`src/rtl/crg_clk_seq.sv`:
```
// Enable/select sequencer for the clock/reset generator: staggered bring-up after
// MMCM lock, glitch-safe clk1 source switching, and full restart on lock loss.
module crg_clk_seq #(
    parameter int LOCK_STABLE_CYC = 64,
    parameter int STAGGER_CYC     = 8,
    parameter int GATE_CYC        = 4,
    parameter int SETTLE_CYC      = 16,
    parameter int CNT_W           = 8
) (
    input  logic       clk_src,
    input  logic       rst_n_sys,
    input  logic       mmcm_locked,
    input  logic [3:0] run_en,
    input  logic       sw_req,
    input  logic       sw_sel,
    output logic       sw_ack,
    output logic       clk_phy_en,
    output logic       clk1_en,
    output logic       clk2_en,
    output logic       clk3_en,
    output logic       clk1_sel,
    output logic [2:0] seq_state,
    output logic       lock_lost,
    input  logic       lock_lost_clr
);

    typedef enum logic [2:0] {
        LOCK_WAIT = 3'd0,
        BRINGUP   = 3'd1,
        RUN       = 3'd2,
        GATE      = 3'd3,
        SWITCH    = 3'd4
    } seq_state_t;

    localparam logic [CNT_W-1:0] LOCK_TARGET  = CNT_W'(LOCK_STABLE_CYC);
    localparam logic [CNT_W-1:0] STAGGER_LOAD = CNT_W'(STAGGER_CYC - 1);
    localparam logic [CNT_W-1:0] GATE_LOAD    = CNT_W'(GATE_CYC - 1);
    localparam logic [CNT_W-1:0] SETTLE_LOAD  = CNT_W'(SETTLE_CYC - 1);

    seq_state_t       state_reg, state_next;
    logic [CNT_W-1:0] cnt_reg, cnt_next;
    logic [1:0]       step_reg, step_next;
    logic [3:0]       en_reg, en_next;
    logic             clk1_sel_reg, clk1_sel_next;
    logic             sel_latch_reg, sel_latch_next;
    logic             sw_ack_reg, sw_ack_next;
    logic             lock_lost_reg, lock_lost_next;
    logic             lost_set;
    logic [1:0]       sync_reg;
    logic             locked_s;
    logic [1:0]       step_idx;
    logic [3:0]       en_gated;

    // Two-flop synchronizer for the asynchronous lock indication
    always_ff @(posedge clk_src or negedge rst_n_sys) begin
        if (!rst_n_sys) begin
            sync_reg <= 2'b00;
        end else begin
            sync_reg <= {sync_reg[0], mmcm_locked};
        end
    end

    assign locked_s = sync_reg[1];
    assign step_idx = step_reg + 2'd1;

    // run_en with clk1 forced off, used while clk1's mux is being switched
    genvar gi;
    generate
        for (gi = 0; gi < 4; gi++) begin : g_gated
            if (gi == 1) begin : g_clk1
                assign en_gated[gi] = 1'b0;
            end else begin : g_other
                assign en_gated[gi] = run_en[gi];
            end
        end
    endgenerate

    always_comb begin
        state_next     = state_reg;
        cnt_next       = cnt_reg;
        step_next      = step_reg;
        en_next        = en_reg;
        clk1_sel_next  = clk1_sel_reg;
        sel_latch_next = sel_latch_reg;
        sw_ack_next    = 1'b0;
        lost_set       = 1'b0;

        if ((state_reg != LOCK_WAIT) && !locked_s) begin
            // Lock loss wins over everything; clk1_sel is deliberately left alone
            state_next = LOCK_WAIT;
            cnt_next   = '0;
            step_next  = '0;
            en_next    = '0;
            lost_set   = 1'b1;
        end else begin
            unique case (state_reg)
                LOCK_WAIT: begin
                    en_next = '0;
                    if (!locked_s) begin
                        cnt_next = '0;
                    end else if (cnt_reg == LOCK_TARGET) begin
                        state_next = BRINGUP;
                        cnt_next   = STAGGER_LOAD;
                        step_next  = '0;
                        en_next[0] = run_en[0];
                    end else begin
                        cnt_next = cnt_reg + 1'b1;
                    end
                end
                BRINGUP: begin
                    if (cnt_reg == '0) begin
                        en_next[step_idx] = run_en[step_idx];
                        cnt_next          = STAGGER_LOAD;
                        step_next         = step_reg + 2'd1;
                        if (step_reg == 2'd2) begin
                            state_next = RUN;
                        end
                    end else begin
                        cnt_next = cnt_reg - 1'b1;
                    end
                end
                RUN: begin
                    en_next = run_en;
                    // The ack cycle itself is never an accept, so a held request is not re-serviced
                    if (sw_req && !sw_ack_reg) begin
                        sel_latch_next = sw_sel;
                        if (sw_sel == clk1_sel_reg) begin
                            sw_ack_next = 1'b1;
                        end else begin
                            state_next = GATE;
                            cnt_next   = GATE_LOAD;
                            en_next    = en_gated;
                        end
                    end
                end
                GATE: begin
                    en_next = en_gated;
                    if (cnt_reg == '0) begin
                        state_next    = SWITCH;
                        cnt_next      = SETTLE_LOAD;
                        clk1_sel_next = sel_latch_reg;
                    end else begin
                        cnt_next = cnt_reg - 1'b1;
                    end
                end
                SWITCH: begin
                    en_next = en_gated;
                    if (cnt_reg == '0) begin
                        state_next  = RUN;
                        en_next     = run_en;
                        sw_ack_next = 1'b1;
                    end else begin
                        cnt_next = cnt_reg - 1'b1;
                    end
                end
                default: begin
                    state_next = LOCK_WAIT;
                    cnt_next   = '0;
                    en_next    = '0;
                end
            endcase
        end

        // A set on the same cycle as a clear leaves the flag set
        lock_lost_next = (lock_lost_reg & ~lock_lost_clr) | lost_set;
    end

    always_ff @(posedge clk_src or negedge rst_n_sys) begin
        if (!rst_n_sys) begin
            state_reg     <= LOCK_WAIT;
            cnt_reg       <= '0;
            step_reg      <= '0;
            en_reg        <= '0;
            clk1_sel_reg  <= 1'b0;
            sel_latch_reg <= 1'b0;
            sw_ack_reg    <= 1'b0;
            lock_lost_reg <= 1'b0;
        end else begin
            state_reg     <= state_next;
            cnt_reg       <= cnt_next;
            step_reg      <= step_next;
            en_reg        <= en_next;
            clk1_sel_reg  <= clk1_sel_next;
            sel_latch_reg <= sel_latch_next;
            sw_ack_reg    <= sw_ack_next;
            lock_lost_reg <= lock_lost_next;
        end
    end

    assign clk_phy_en = en_reg[0];
    assign clk1_en    = en_reg[1];
    assign clk2_en    = en_reg[2];
    assign clk3_en    = en_reg[3];
    assign clk1_sel   = clk1_sel_reg;
    assign sw_ack     = sw_ack_reg;
    assign lock_lost  = lock_lost_reg;
    assign seq_state  = state_reg;

endmodule

```
`config.mk`:
```
export PLATFORM = sky130hd
export DESIGN_NAME = crg_clk_seq
export DESIGN_NICKNAME = d
export VERILOG_FILES = /design/src/rtl/crg_clk_seq.sv
export SDC_FILE = /design/constraint.sdc
export NUM_CORES = 1
export LEC_CHECK = 0
export BUFFER_PORTS_ARGS = -buffer_cell sky130_fd_sc_hd__buf_4
export CORE_ASPECT_RATIO = 1.25
export CORE_UTILIZATION = 50
export CTS_BUF_LIST = sky130_fd_sc_hd__clkbuf_2
export DETAILED_ROUTE_END_ITERATION = 7
export PLACE_DENSITY = 0.72
export SLEW_MARGIN = 20
export SYNTH_ARGS = -nofsm -noshare
export SYNTH_HDL_FRONTEND = slang
export SYNTH_SLANG_ARGS = --single-unit
```
`constraint.sdc`:
```
create_clock -name clk_src -period 2.41 [get_ports clk_src]
set_clock_uncertainty 0.15 [all_clocks]
set_input_delay 0.241 -clock clk_src [delete_from_list [all_inputs] [get_ports clk_src]]
set_output_delay 0.241 -clock clk_src [all_outputs]
set_load 0.02 [all_outputs]
```
==> flow_metrics.tcl, run 1 <==
set metrics [dict create \
    drive_above_1_share 0.2738 \
    yosys-top-cells-area "dfrtp_1 (32%), nand2_1 (5.0%), ha_1 (4.2%)" \
    critPathMaxStageDelay_ns 0.51 \
    clock_latency_ns 0.34 \
    numPortBuffers 19 \
    drtIter0Drc 85 \
    setup_viol 0 \
    synthCells 215 \
    initial_core_util 0.5214 \
    holdWs_ns 0.01843 \
    synth_top_area_cell "dfrtp_1" \
    wl_per_cell_um 16.71 \
    fmax_mhz 416.6 \
    worst-path-buf-inv 2 \
    setup_slack_ns 0.009553 \
    crit_type "register to register" \
    std_cell_rows 24 \
    yosysTopAreaCellShare 0.3197 \
    drt-total-wl_mm 4.863 \
    grt_first_pass_wirelength_mm 8.376 \
    coreArea_sq_um 3453 \
    clk_root_buffer_cell "clkbuf_2" \
    ant_nets 0 \
    end_kind "register" \
    synth-seq-cells 23 \
    htree_levels 1 \
    slowest_stage "or4b_4" \
    antenna_found_initial 0 \
    area_growth_pct 21.40 \
    power.density_nw_per_um2 367.5 \
    grt_pass1_vias 1776 \
    dieArea_sq_um 3846 \
    cp_data_required_time_ns 2.54 \
    clockBufferDepth 2 \
    power.static_leakage_nw 0.9700 \
    track_usage 0.2735 \
    fin_nets 269 \
    worst_pin_slew_ns 0.6132 \
    drv_slew 0 \
    status "completed" \
    cts_sinks 23 \
    diodes 0 \
    avgSynthCellArea_sq_um 8.374 \
    io_pins 20 \
    hp-class "input port to register" \
    async_flop_share 1.000 \
    relSlewSlack 0.5912 \
    post-route-period-util 0.9960 \
    post-route-drc-count 0 \
    num_vias 1773 \
    largest_register_ffs 8 \
    die_w_um 55.67 \
    cts_made_buffers 3 \
    via_per_inst 6.093 \
    crit_fanout 8 \
    ys_warn_count 0 \
    cp.arrival_ns 2.53 \
    place_congestion 0.9214 \
    place_inst 281 \
    total_power_mw 0.8032 \
    gr-total-overflow 0 \
    preCtsSetupSlack_ns 0.02894 \
    synth_area_sq_um 1800 \
    fin_crit_ns 2.400 \
    hpwl_mm 3.615 \
    yosysUniqueCellTypes 57 \
    clk_pin_slew_worst_paths_ns 0.23 \
    drt_pass1_iterations 4 \
    hold_viol_final 0 \
    ys_seq_area_frac 0.3197 \
    cts_tree "built" \
    synth-edff-count 0 \
    worstSetupStartpointType "register" \
    rsz0062_at_grt "yes" \
    ys.flop_type "dfrtp_1" \
    crit_chain "inv_2, ha_4, or4b_4, or4_4, a21oi_4, buf_6, nor2_4, a22o_1" \
    instances_no_fill 291 \
    cp_top_family "simple AND/OR/NAND/NOR gates" \
    syn_nets 231 \
    irDropWorstVdd_uv 260.5 \
    chipHeight_um 69.09 \
    cap_violations 0 \
    grt_max_degree 24 \
]
-- synthesized netlist by cell type (3+ instances only) --
master / count
clkbuf_1: 5
a21oi_1: 12
or2_2: 4
xnor2_1: 6
buf_4: 5
nand2b_1: 3
nand3_1: 7
buf_6: 3
nor2_1: 11
mux2i_1: 3
ha_1: 6
nor2b_1: 4
nor3_1: 8
a31oi_1: 5
o22ai_1: 5
o311ai_0: 3
dfrtp_1: 23
inv_1: 12
o21ai_0: 14
nand2_1: 24
-- per-layer routing --
layer,up-vias,global-route usage,part of all wire
met4,0,0.1444,0.034
met1,850,0.3377,0.42
li1,861,-,-
met5,-,0,0
met2,50,0.4699,0.51
met3,12,0.02064,0.035
-- path summary, 6_finish.rpt --
check | cells after the start | startpoint | end | slack [ns]
max in group asynchronous | 2 | rst_n_sys | seq_state[1]$_DFFE_PN0P_ | 1.73
worst min-delay path | 3 | run_en[0] | en_reg[0]$_DFFE_PN0P_ | 0.02
worst max-delay path | 8 | cnt_reg[0]$_DFFE_PN0P_ | cnt_reg[6]$_DFFE_PN0P_ | 0.01
worst min register to register | 0 | sync_reg[0]$_DFF_PN0_ | sync_reg[1]$_DFF_PN0_ | 0.23
min in group asynchronous | 2 | rst_n_sys | en_reg[0]$_DFFE_PN0P_ | 0.13
worst max register to register | 8 | cnt_reg[0]$_DFFE_PN0P_ | cnt_reg[6]$_DFFE_PN0P_ | 0.01
-- metrics by stage --
stage / setup TNS, ns / utilization / instance area, sq um
after floorplan: 0 / - / 1834
after global placement: 0 / 0.6051 / 2090
after detailed placement: 0 / 0.6051 / 2090
after CTS: 0 / 0.6246 / 2157
after global routing: -0.2714 / 0.6330 / 2186
final: 0 / 0.6330 / 2186
-- worst reg2reg max path, cell delays in order, from the launching register on --
cell	delay [ns]
dfrtp_1	0.45
inv_2	0.09
ha_4	0.13
or4b_4	0.51
or4_4	0.46
a21oi_4	0.16
buf_6	0.14
nor2_4	0.03
a22o_1	0.20
-- placed cells by master, fill, tap and decap left out, drive strengths merged, types with 2 or more instances in the layout --
master	count
nor3b	2
o31ai	2
o21ai	14
nor4	2
and3	3
a22oi	2
nand4	2
a32oi	2
buf	45
nor3	8
dlygate4sd3	4
mux2	2
o311ai	3
nor2	12
nor2b	4
clkbuf	3
a21oi	13
nor4b	2
xnor2	6
ha	6
o32ai	2
mux2i	3
dfrtp	23
a31oi	5
o21a	2
a22o	2
o211ai	2
nand2	24
nand2b	3
or3	3
or2	4
inv	12
o22ai	5
nand3	7
-- kinds of logic after synthesis --
logic type,count (synthesis),share of synthesized area
simple gates,80,0.2342
compound gates,65,0.2460
buf+inv,28,0.08269
flops,23,0.3197
xor+xnor,7,0.03405
mux,6,0.04169
fa+ha+maj,6,0.04169
-- where the power goes --
group	switching (mW)	total (mW)	internal [mW]
Sequential	0.00705	0.402	0.395
Clock	0.126	0.164	0.0376
Combinational	0.122	0.237	0.115
-- final cells by class --
| class | instances | area [sq um] |
|---|---|---|
| multi-input combinational | 164 | 1114 |
| clock inverter | 1 | 5.005 |
| timing repair buffer | 49 | 381.6 |
| sequential | 23 | 576.8 |
| tap | 39 | 48.80 |
| fill | 315 | 1267 |
| inverter | 12 | 45.04 |
| clock buffer | 3 | 15.01 |
-- what timing repair did --
item / in CTS / in global routing
pin swaps: 0 / 2
hold buffers: 4 / 0
endpoints found under the setup margin: 2 / 9
buffers inserted: 0 / 2
resized for setup: 1 / 3
hold endpoints to repair: 26 / 0
Power figures use the tool's default switching activity.
==> run 2: changes to the inputs <==
- ABC_CLOCK_PERIOD_IN_PS: unset -> 2410
- CORE_ASPECT_RATIO: 1.25 -> 2
- PLACE_DENSITY: 0.72 -> 0.77
==> run 2 against run 1 <==
Effect of this change: the run now ends with setup timing left; critical path depth stayed put; die area is 0.34% higher; utilization is 1.3 points higher; final cell count is 3.1% higher; sequential power hardly changed; sequential share of layout area is 0.24 points lower; highest routed layer unchanged.
==> flow_metrics.tcl, run 2 (synthesis gave the netlist of run 1 again) <==
set metrics [dict create \
    post-route-period-util 1.008 \
    fmax_mhz 411.4 \
    final_common_cell "buf_4" \
    hold_viol_final 0 \
    chipHeight_um 86.87 \
    status "finished, violations left" \
    drtIter0Drc 52 \
    r2r_setup_slack_ns -0.02 \
    via_per_inst 6.070 \
    p_switching_mw 0.2794 \
    p_sw_frac 0.3360 \
    io_pins 20 \
    hp-class "input port to register" \
    cts_sinks 23 \
    total_power_mw 0.8318 \
    diodes 0 \
    initial_core_util 0.5271 \
    area_growth_pct 22.52 \
    die_w_um 44.43 \
    violations "setup timing" \
    dieArea_sq_um 3859 \
    coreArea_sq_um 3416 \
    clk_root_buffer_cell "clkbuf_2" \
    end_kind "register" \
    drv_slew 0 \
    worstSetupStartpointType "register" \
    worst_pin_slew_ns 0.5776 \
    track_usage 0.2782 \
    irDropWorstVdd_uv 253.3 \
    hpwl_mm 3.855 \
    numPortBuffers 19 \
    place_congestion 0.9043 \
    power.static_leakage_nw 0.9682 \
    cts_made_buffers 3 \
    setup_slack_ns -0.02044 \
    relSlewSlack 0.6149 \
    std_cell_rows 30 \
    gr-total-overflow 0 \
    crit_type "register to register" \
    htree_levels 1 \
    num_vias 1821 \
    cts_tree "built" \
    drt-total-wl_mm 5.131 \
    crit_fanout 5 \
    rsz0062_at_grt "yes" \
    ant_nets 0 \
    cp.arrival_ns 2.58 \
    grt_first_pass_wirelength_mm 7.914 \
    clkPwrFrac 0.221 \
    grt_max_degree 24 \
    post-route-drc-count 0 \
    combPwrFrac 0.294 \
    fin_nets 269 \
    grt_pass1_vias 1703 \
    preCtsSetupSlack_ns 0.01680 \
    p_int_mw 0.5523 \
    fin_crit_ns 2.430 \
    layout_common_cells "buf_4 (44), nand2_1 (24), dfrtp_1 (22)" \
    fill_cells 319 \
    clk_pin_slew_worst_paths_ns 0.25 \
    wl_per_cell_um 17.10 \
    clock_latency_ns 0.39 \
    holdWs_ns 0.005962 \
    clockBufferDepth 2 \
    drive_above_1_share 0.2817 \
    antenna_found_initial 0 \
    cap_violations 0 \
    seq_power_share 0.486 \
    drt_pass1_iterations 4 \
    setup_viol 3 \
    power.density_nw_per_um2 377.1 \
    largest_register_ffs 8 \
    cp_data_required_time_ns 2.56 \
]
[run 2: layout make-up]
class / instances / area (sq um) / share of cell area
multi-input combinational: 164 / 1120 / 0.5077
timing repair buffer: 49 / 381.6 / 0.1730
sequential: 23 / 576.8 / 0.2615
tap: 48 / 60.06 / 0.02723
clock buffer: 3 / 15.01 / 0.006807
inverter: 12 / 45.04 / 0.02042
clock inverter: 1 / 7.507 / 0.003403
[run 2: final timing paths]
check                                       start                endpoint  cells past startpoint
min                                     run_en[1]   en_reg[1]$_DFFE_PN0P_                      3
max                        cnt_reg[0]$_DFFE_PN0P_  cnt_reg[6]$_DFFE_PN0P_                      8
max reg2reg                cnt_reg[0]$_DFFE_PN0P_  cnt_reg[6]$_DFFE_PN0P_                      8
min reg2reg                 sync_reg[0]$_DFF_PN0_   sync_reg[1]$_DFF_PN0_                      0
min in group asynchronous               rst_n_sys    clk1_sel$_DFFE_PN0P_                      2
max in group asynchronous               rst_n_sys  cnt_reg[1]$_DFFE_PN0P_                      2
[run 2: power by group through the flow]
stage,sequential [mW],clock [mW],combinational (mW)
finish,0.404,0.184,0.244
global route,0.405,0.192,0.266
CTS,0.403,0.178,0.229
detailed placement,0.410,0,0.223
global placement,0.410,0,0.216
floorplan,0.410,0,0.149
[run 2: metrics by stage]
stage,area [sq um],setup TNS (ns),std cells,utilization
CTS,2171,0,298,0.6355
floorplan,1834,0,215,-
detailed placement,2101,0,290,0.6150
global route,2206,-0.2653,300,0.6458
finish,2206,-0.04348,300,0.6458
global placement,2101,0,290,0.6150
[run 2: worst max-delay path, cell delays in order (launching register included)]
cell	delay (ns)
dfrtp_1	0.45
inv_2	0.09
ha_4	0.14
or4b_4	0.50
or4_4	0.46
a21oi_4	0.21
buf_6	0.14
nor2_2	0.04
a22o_1	0.19
[run 2: timing repair]
item                                    CTS  global route
cloned                                    0             0
setup buffers                             0             2
hold endpoints to repair                 26             0
hold buffers                              4             0
pin swaps                                 0             2
endpoints found under the setup margin    2             8
gates resized for setup                   1             5
[run 2: routing by layer]
layer  up-vias  global-route usage  wire length [um]  share of wire
met2        63              0.5107              2887           0.56
met4         0              0.1570               176          0.034
met3        16             0.01245               136          0.027
met1       879              0.2993              1931           0.38
met5         -                   0                 0              0
li1        863                   -                 -              -
==> run 3: changes to the inputs <==
--- a/config.mk
+++ b/config.mk
@@ -7,2 +7,3 @@
 export LEC_CHECK = 0
+export ABC_AREA = 0
 export ABC_CLOCK_PERIOD_IN_PS = 2410
==> constraint.sdc (replaced) <==
create_clock -name clk_src -period 2.41 [get_ports clk_src]
set_clock_uncertainty 0.15 [all_clocks]
set_input_delay 0.482 -clock clk_src [delete_from_list [all_inputs] [get_ports clk_src]]
set_output_delay 0.482 -clock clk_src [all_outputs]
set_load 0.02 [all_outputs]
==> run 3 against run 2 <==
Effect of this change: the run still ends with setup timing left; final area down 1.4%; setup slack worse by 0.0010 ns; clock power shrank 2%; combinational power decreased by 2%; global-route usage decreased by 0.41 points; first-iteration DRC count rose by 13%; wire length decreased by 1.1%; largest cell class unchanged.
==> flow_metrics.tcl, run 3 (synthesis gave the netlist of run 1 again) <==
set metrics [dict create \
    setup_viol 3 \
    post-route-period-util 1.009 \
    htree_levels 1 \
    drt-total-wl_mm 5.072 \
    worst_pin_slew_ns 0.5765 \
    crit_fanout 5 \
    hold_viol_final 0 \
    power.density_nw_per_um2 378.3 \
    hpwl_mm 3.855 \
    final_common_cell "buf_4" \
    p_int_mw 0.5491 \
    fmax_mhz 411.3 \
    clock_latency_ns 0.38 \
    fin_crit_ns 2.431 \
    layout_common_cells "buf_4 (44), nand2_1 (24), dfrtp_1 (22)" \
    ant_nets 0 \
    p_sw_frac 0.3329 \
    grt_first_pass_wirelength_mm 7.790 \
    clk_root_buffer_cell "clkbuf_2" \
    via_per_inst 6.125 \
    dieArea_sq_um 3859 \
    drtIter0Drc 59 \
    hp-class "input port to register" \
    combPwrFrac 0.291 \
    drt_pass1_iterations 4 \
    clockBufferDepth 2 \
    clk_pin_slew_worst_paths_ns 0.27 \
    violations "setup timing" \
    die_w_um 44.43 \
    largest_register_ffs 8 \
    relSlewSlack 0.6157 \
    fin_nets 266 \
    irDropWorstVdd_uv 249.0 \
    cap_violations 0 \
    drv_slew 0 \
    fill_cells 319 \
    cts_made_buffers 3 \
    gr-total-overflow 0 \
    crit_type "register to register" \
    cts_sinks 23 \
    placed_area_sq_um 2101 \
    track_usage 0.2740 \
    power.static_leakage_nw 0.9557 \
    numPortBuffers 19 \
    status "finished, violations left" \
    initial_core_util 0.5271 \
    post-route-drc-count 0 \
    io_pins 20 \
    cp_data_required_time_ns 2.56 \
    seq_power_share 0.490 \
    coreArea_sq_um 3416 \
    setup_slack_ns -0.02146 \
    worstSetupStartpointType "register" \
    grt_pass1_vias 1684 \
    end_kind "register" \
    cts_tree "built" \
    drive_above_1_share 0.2851 \
    rsz0062_at_grt "yes" \
    grt_max_degree 24 \
    area_growth_pct 20.85 \
    std_cell_rows 30 \
    place_congestion 0.9043 \
    fin_tns_setup_ns -0.04465 \
    num_vias 1819 \
    cp.arrival_ns 2.58 \
    antenna_found_initial 0 \
    clkPwrFrac 0.219 \
    chipHeight_um 86.87 \
    diodes 0 \
    fin_area_sq_um 2176 \
    p_switching_mw 0.2740 \
    wl_per_cell_um 17.08 \
]
==> run 3: cell type report <==
| type | count | area, sq um | area share |
|---|---|---|---|
| clock buffers | 3 | 15.01 | 0.006901 |
| clock inverters | 1 | 7.507 | 0.003450 |
| inverters | 12 | 45.04 | 0.02070 |
| multi-input cells | 164 | 1120 | 0.5147 |
| flip-flops and latches | 23 | 576.8 | 0.2651 |
| well taps | 48 | 60.06 | 0.02760 |
| repair buffers | 46 | 351.6 | 0.1616 |
==> run 3: critical path, stage by stage, from the launching register on <==
cell,delay (ns)
dfrtp_1,0.45
inv_2,0.09
ha_4,0.14
or4b_4,0.49
or4_4,0.46
a21oi_4,0.21
buf_6,0.14
nor2_2,0.04
a22o_1,0.19
==> run 3: power groups by stage <==
stage | combinational (mW) | clock [mW] | sequential [mW]
5_1_grt | 0.261 | 0.192 | 0.405
3_3_place_gp | 0.216 | 0 | 0.410
4_1_cts | 0.225 | 0.178 | 0.403
2_1_floorplan | 0.149 | 0 | 0.410
6_report | 0.239 | 0.180 | 0.404
3_5_place_dp | 0.223 | 0 | 0.410
==> run 3: per-stage QoR <==
stage	cells	power (mW)	setup WS, ns	utilization	hold WS, ns
floorplan	215	0.5586	0.01336	-	0.03641
global placement	290	0.6255	0.06588	0.6150	0.1820
detailed placement	290	0.6327	0.01680	0.6150	0.1856
CTS	295	0.8069	0.01598	0.6267	0.02987
global route	297	0.8582	-0.07273	0.6370	0.006745
finish	297	0.8231	-0.02146	0.6370	0.02463
==> run 3: worst paths after layout <==
| check | slack, ns | depth (start not counted) | start | end |
|---|---|---|---|---|
| setup / recovery | -0.02 | 8 | cnt_reg[0]$_DFFE_PN0P_ | cnt_reg[0]$_DFFE_PN0P_ |
| hold reg to reg | 0.24 | 0 | sync_reg[0]$_DFF_PN0_ | sync_reg[1]$_DFF_PN0_ |
| min in group asynchronous | 0.33 | 2 | rst_n_sys | lock_lost$_DFF_PN0_ |
| hold / removal | 0.02 | 1 | mmcm_locked | sync_reg[0]$_DFF_PN0_ |
| setup reg to reg | -0.02 | 8 | cnt_reg[0]$_DFFE_PN0P_ | cnt_reg[0]$_DFFE_PN0P_ |
| max in group asynchronous | 1.53 | 2 | rst_n_sys | cnt_reg[1]$_DFFE_PN0P_ |
==> run 3: routing by layer <==
layer | vias up | GRT usage | wire (um)
met1 | 869 | 0.2928 | 1852
met4 | 0 | 0.1570 | 227
met2 | 73 | 0.5040 | 2806
li1 | 854 | - | -
met5 | - | 0 | 0
met3 | 23 | 0.01245 | 186
==> run 3: timing repair <==
action | 4_1_cts | 5_1_grt
pin swaps | 0 | 2
setup buffers | 0 | 2
hold buffers | 1 | 0
setup endpoints to repair | 2 | 8
endpoints found under the hold margin | 23 | 0
gates resized for setup | 1 | 5
